**src/rtl/bsg_activation_vector_seq.sv**
```systemverilog
// Vector sequencer around a single-element blocking tanh unit: issues one angle at a time,
// bypasses saturated angles to +/-1.0, and collects results in element order.
module bsg_activation_vector_seq #(
  parameter int unsigned els_p       = 4,
  parameter int unsigned ang_width_p = 21,
  parameter int unsigned ans_width_p = 32,
  parameter int unsigned frac_bits_p = 16,
  parameter int          sat_ang_p   = 4 << 16
) (
  input  logic                           clk_i,
  input  logic                           reset_i,
  input  logic                           v_i,
  input  logic [els_p*ang_width_p-1:0]   data_i,
  output logic                           ready_o,
  output logic [ang_width_p-1:0]         act_ang_o,
  output logic                           act_v_o,
  input  logic                           act_ready_i,
  input  logic [ans_width_p-1:0]         act_data_i,
  input  logic                           act_v_i,
  output logic                           act_ready_o,
  output logic                           v_o,
  output logic [els_p*ans_width_p-1:0]   data_o,
  input  logic                           yumi_i
);

  localparam int unsigned idx_width_lp = (els_p > 1) ? $clog2(els_p) : 1;
  localparam logic [idx_width_lp-1:0] last_idx_lp = idx_width_lp'(els_p - 1);
  localparam logic signed [ang_width_p-1:0] sat_pos_lp = ang_width_p'(sat_ang_p);
  localparam logic signed [ang_width_p-1:0] sat_neg_lp = -sat_pos_lp;
  localparam logic [ans_width_p-1:0] one_lp = ans_width_p'(1) << frac_bits_p;
  localparam logic [ans_width_p-1:0] neg_one_lp = -one_lp;

  typedef enum logic [1:0] {eIDLE, eISSUE, eWAIT, eDONE} state_e;

  state_e state_q, state_d;
  logic [idx_width_lp-1:0] idx_q, idx_d;
  logic [ang_width_p-1:0] vec_q [els_p];
  logic [ans_width_p-1:0] res_q [els_p];

  logic                          capture;
  logic                          res_we;
  logic [ans_width_p-1:0]        res_wdata;
  logic signed [ang_width_p-1:0] cur_ang;
  logic                          bypass;
  logic                          last;

  assign cur_ang   = vec_q[idx_q];
  assign bypass    = (cur_ang >= sat_pos_lp) || (cur_ang <= sat_neg_lp);
  assign last      = (idx_q == last_idx_lp);
  assign act_ang_o = cur_ang;

  for (genvar k = 0; k < els_p; k++) begin : g_out
    assign data_o[k*ans_width_p +: ans_width_p] = res_q[k];
  end

  // State register
  always_ff @(posedge clk_i) begin
    if (reset_i) begin
      state_q <= eIDLE;
      idx_q   <= '0;
    end else begin
      state_q <= state_d;
      idx_q   <= idx_d;
    end
  end

  // Datapath registers; the input vector needs no reset since it is always captured before use
  always_ff @(posedge clk_i) begin
    if (reset_i) begin
      for (int k = 0; k < els_p; k++) res_q[k] <= '0;
    end else if (res_we) begin
      res_q[idx_q] <= res_wdata;
    end
    if (capture) begin
      for (int k = 0; k < els_p; k++) vec_q[k] <= data_i[k*ang_width_p +: ang_width_p];
    end
  end

  // Next-state logic
  always_comb begin
    state_d   = state_q;
    idx_d     = idx_q;
    capture   = 1'b0;
    res_we    = 1'b0;
    res_wdata = '0;
    unique case (state_q)
      eIDLE: begin
        if (v_i) begin
          capture = 1'b1;
          idx_d   = '0;
          state_d = eISSUE;
        end
      end
      eISSUE: begin
        if (bypass) begin
          res_we    = 1'b1;
          res_wdata = cur_ang[ang_width_p-1] ? neg_one_lp : one_lp;
          if (last) state_d = eDONE;
          else      idx_d   = idx_q + idx_width_lp'(1);
        end else if (act_ready_i) begin
          state_d = eWAIT;
        end
      end
      eWAIT: begin
        if (act_v_i) begin
          res_we    = 1'b1;
          res_wdata = act_data_i;
          if (last) begin
            state_d = eDONE;
          end else begin
            idx_d   = idx_q + idx_width_lp'(1);
            state_d = eISSUE;
          end
        end
      end
      eDONE: begin
        if (yumi_i) state_d = eIDLE;
      end
      default: state_d = eIDLE;
    endcase
  end

  // Output decode
  always_comb begin
    ready_o     = 1'b0;
    act_v_o     = 1'b0;
    act_ready_o = 1'b0;
    v_o         = 1'b0;
    unique case (state_q)
      eIDLE:   ready_o     = 1'b1;
      eISSUE:  act_v_o     = ~bypass;
      eWAIT:   act_ready_o = 1'b1;
      eDONE:   v_o         = 1'b1;
      default: ready_o     = 1'b0;
    endcase
  end

endmodule

```
**config.mk**
```make
export PLATFORM = sky130hd
export DESIGN_NAME = bsg_activation_vector_seq
export DESIGN_NICKNAME = d
export VERILOG_FILES = /design/src/rtl/bsg_activation_vector_seq.sv
export SDC_FILE = /design/constraint.sdc
export NUM_CORES = 1
export LEC_CHECK = 0
export BUFFER_PORTS_ARGS = -buffer_cell sky130_fd_sc_hd__buf_2
export CAP_MARGIN = 20
export CORE_UTILIZATION = 45
export CTS_CLUSTER_DIAMETER = 30
export CTS_CLUSTER_SIZE = 25
export DETAILED_ROUTE_END_ITERATION = 12
export GPL_ROUTABILITY_DRIVEN = 0
export PLACE_DENSITY = 0.77
export SLEW_MARGIN = 0
export SYNTH_ARGS = -nofsm -noshare
export SYNTH_HDL_FRONTEND = slang
export SYNTH_SLANG_ARGS = --single-unit
```
**constraint.sdc**
```tcl
create_clock -name clk_i -period 4.56 [get_ports clk_i]
set_input_delay 0.456 -clock clk_i [delete_from_list [all_inputs] [get_ports clk_i]]
set_output_delay 0.456 -clock clk_i [all_outputs]
set_load 0.02 [all_outputs]
```
==> results.md <==
- Status: finished, final reports clean
- Number of global-route vias before repair: about 5200
- Comb pwr share: 0.185
- YS warnings: 0
- Async SR Flop Fraction: 0
- Avg Inst Size Synth: around 17 µm²
- Most frequent cells in the layout: buf_2, edfxtp_1, a21oi_1
- Max VDD drop: approximately 430 µV
- Max Cap Viol: 0
- Postcts setup bufs: 0
- Post-synth cell types: 38
- DRC violation count after routing: 0
- Root Driver: clkbuf_16
- Switching portion of total power: 0.285
- R2r setup slk: 0.52 ns
- Measured slew at the worst slew-check pin: between 1 and 1.5 ns
- Clk network pwr share: 0.424
- Cells after Synth: 478
- 1st-iter DRT viols: between 300 and 400
- Sequential-to-total area share from yosys stat: 0.781
- Global-route wire length before repair: 28700 µm
- Grt ovf: 0
- Top FF cell, synth: edfxtp_1
- Critical path arrival: 4.18 ns
- Util after Layout: 0.627
- Die Footprint: between 15000 and 20000 µm²
- WL per Instance: between 15 and 20 µm
- Port Buf Inserts: between 200 and 300
- Largest net degree at the start of global routing: 85
- FP Rows: slightly below 50
- Tot Pwr: 6.78 mW
- Final Hold Vio Count: 0
- Worst Setup Start Kind: register
- TNS Setup: 0 ns
- Ports: 275
- HPWL after DPL: approximately 14000 µm
- ANT nets after route: 0
- Vias per Instance: ~5.1
- Via count: roughly 5300
- Start-to-end type of the worst setup path: register to register
- Fin crit share: 0.886
- Post-cts sizing count: 0
- Clock slew at reported path FFs: around 0.050 ns
- Worst Skew: 0.0172 ns
- Post-Syn Area: 8310 µm²
- Clk buf depth: 3
- Die height: roughly 140 µm
- CTS Buf Count: 40
- Clk_lat worst skew: between 0.5 and 0.6 ns
- Flop pwr share: 0.391
- Most common cell after layout, fill and taps aside: buf_2
- Critical Path RT: between 4 and 5 ns
- Nets: 905
- Worst min path class: primary input to register
- Final wirelength: slightly below 20000 µm
- CP max FO: 32
- Min Hold Slack: ~0.12 ns
- TritonCTS clock tree: yes
- Number of synthesized flops with an enable pin: 212
- Initial Utilization: 0.461
- Power Density: between 600 and 700 nW/µm²
- Int Power: approximately 4.9 mW
- Slew HR: 0.319
- Layout area overhead: 36.0%
- Ratio of cells with drive above 1 in the final layout: 0.479
- Initial antenna violation count: 4
- Post-synthesis register bit count: roughly 220
- P_leak: roughly 4.6 nW
- Core area: roughly 18000 µm²
- Net switching power: 1.93 mW
- RSZ-0062 raised after global routing: false
- Number of hold buffers added after cts: 0
- Htree depth: 2
- Gr usage total: 0.207
- Synthesized net count: 604
- Slew Limit Fails: 0
- Crit path capture type: register
- Clk sinks: 218
- Minimum clock period after layout: roughly 4 ns
- Final setup viols: 0
- Chip Width: between 100 and 150 µm
- Drt pass-1 iters: 4
- Max Clock Freq: about 250 MHz
## cell type report
class	instances	area, µm²
fill	1314	6730
sequential	218	6490
multi-input combinational	223	1690
timing repair buffer	287	1470
clock buffer	47	1050
tap	229	287
clock inverter	26	277
inverter	9	33.8
antenna	1	2.50
## layer usage
metal	vias up	track usage	wire length [µm]	share of wire
met2	325	0.343	9620	0.49
met5	-	0	36	0.0018
met3	47	0.0749	2150	0.11
met1	2470	0.252	7330	0.37
met4	6	0.0688	435	0.022
li1	2458	-	-	-
## stage by stage
stage	cells	instance area, µm²	setup slack (ns)
2_1_floorplan	478	8310	0.582
5_1_grt	1039	11300	0.228
3_3_place_gp	966	9970	0.547
4_1_cts	1039	11300	0.382
3_5_place_dp	966	9970	0.420
6_report	1040	11300	0.519
## worst paths after layout
kind | from | to | depth (start not counted)
setup reg to reg | register | res_q[2][9]$_SDFFCE_PN0P_ | 9
setup / recovery | register | res_q[2][9]$_SDFFCE_PN0P_ | 9
hold / removal | data_i[6] | vec_q[0][6]$_DFFE_PP_ | 1
hold reg to reg | state_q[1]$_SDFFE_PP0P_ | state_q[1]$_SDFFE_PP0P_ | 2
## cell usage after synthesis, types with 2 or more instances
library cell,n,area [µm²]
nor2b_1,2,12.5
nor4_1,4,25.0
a21oi_1,54,270
ha_1,4,50.1
and3_1,16,100
a21oi_2,8,70.1
buf_2,2,10.0
mux4_2,21,473
clkbuf_1,21,78.8
inv_1,9,33.8
nor2_1,5,18.8
nor3_1,5,25.0
dfxtp_1,6,120
o21ai_0,4,20.0
o211ai_1,3,22.5
buf_1,2,7.51
buf_6,2,22.5
edfxtp_1,212,6370
or3_1,2,12.5
and2_1,52,325
nand3_1,3,15.0
nand2_1,24,90.1
nand4_1,2,12.5
## registers in the layout, indices dropped and copies added (netlist names), named ones only
register	count
idx_q	2
state_q	2
res_q	128
vec_q	84
## logic make-up after synthesis
family,after synthesis,share of synthesized area
muxes,21,0.0569
DFF,218,0.781
buffers and inverters,37,0.0193
adders and majority gates,4,0.00603
and+or+nand+nor,120,0.0812
AOI/OAI and AO/OA,78,0.0557
## worst max-delay path: stages, from the launching register on
cell and delay, ns:
dfxtp_2 0.70, mux4_2 0.61, nor4b_1 0.41, nand4_1 0.29, o31ai_4 0.38, o21ai_2 0.15
or3b_1 0.38, buf_4 0.22, nand2_1 0.09, buf_4 0.43
## power by group through the flow
stage / sequential (mW) / combinational (mW) / clock [mW]
4_1_cts: 2.66 / 1.28 / 2.91
6_report: 2.65 / 1.26 / 2.87
3_3_place_gp: 2.68 / 1.26 / 0
2_1_floorplan: 2.72 / 0.794 / 0
5_1_grt: 2.68 / 1.37 / 3.01
3_5_place_dp: 2.70 / 1.27 / 0
Note: power is estimated with default switching activity, not from simulation.
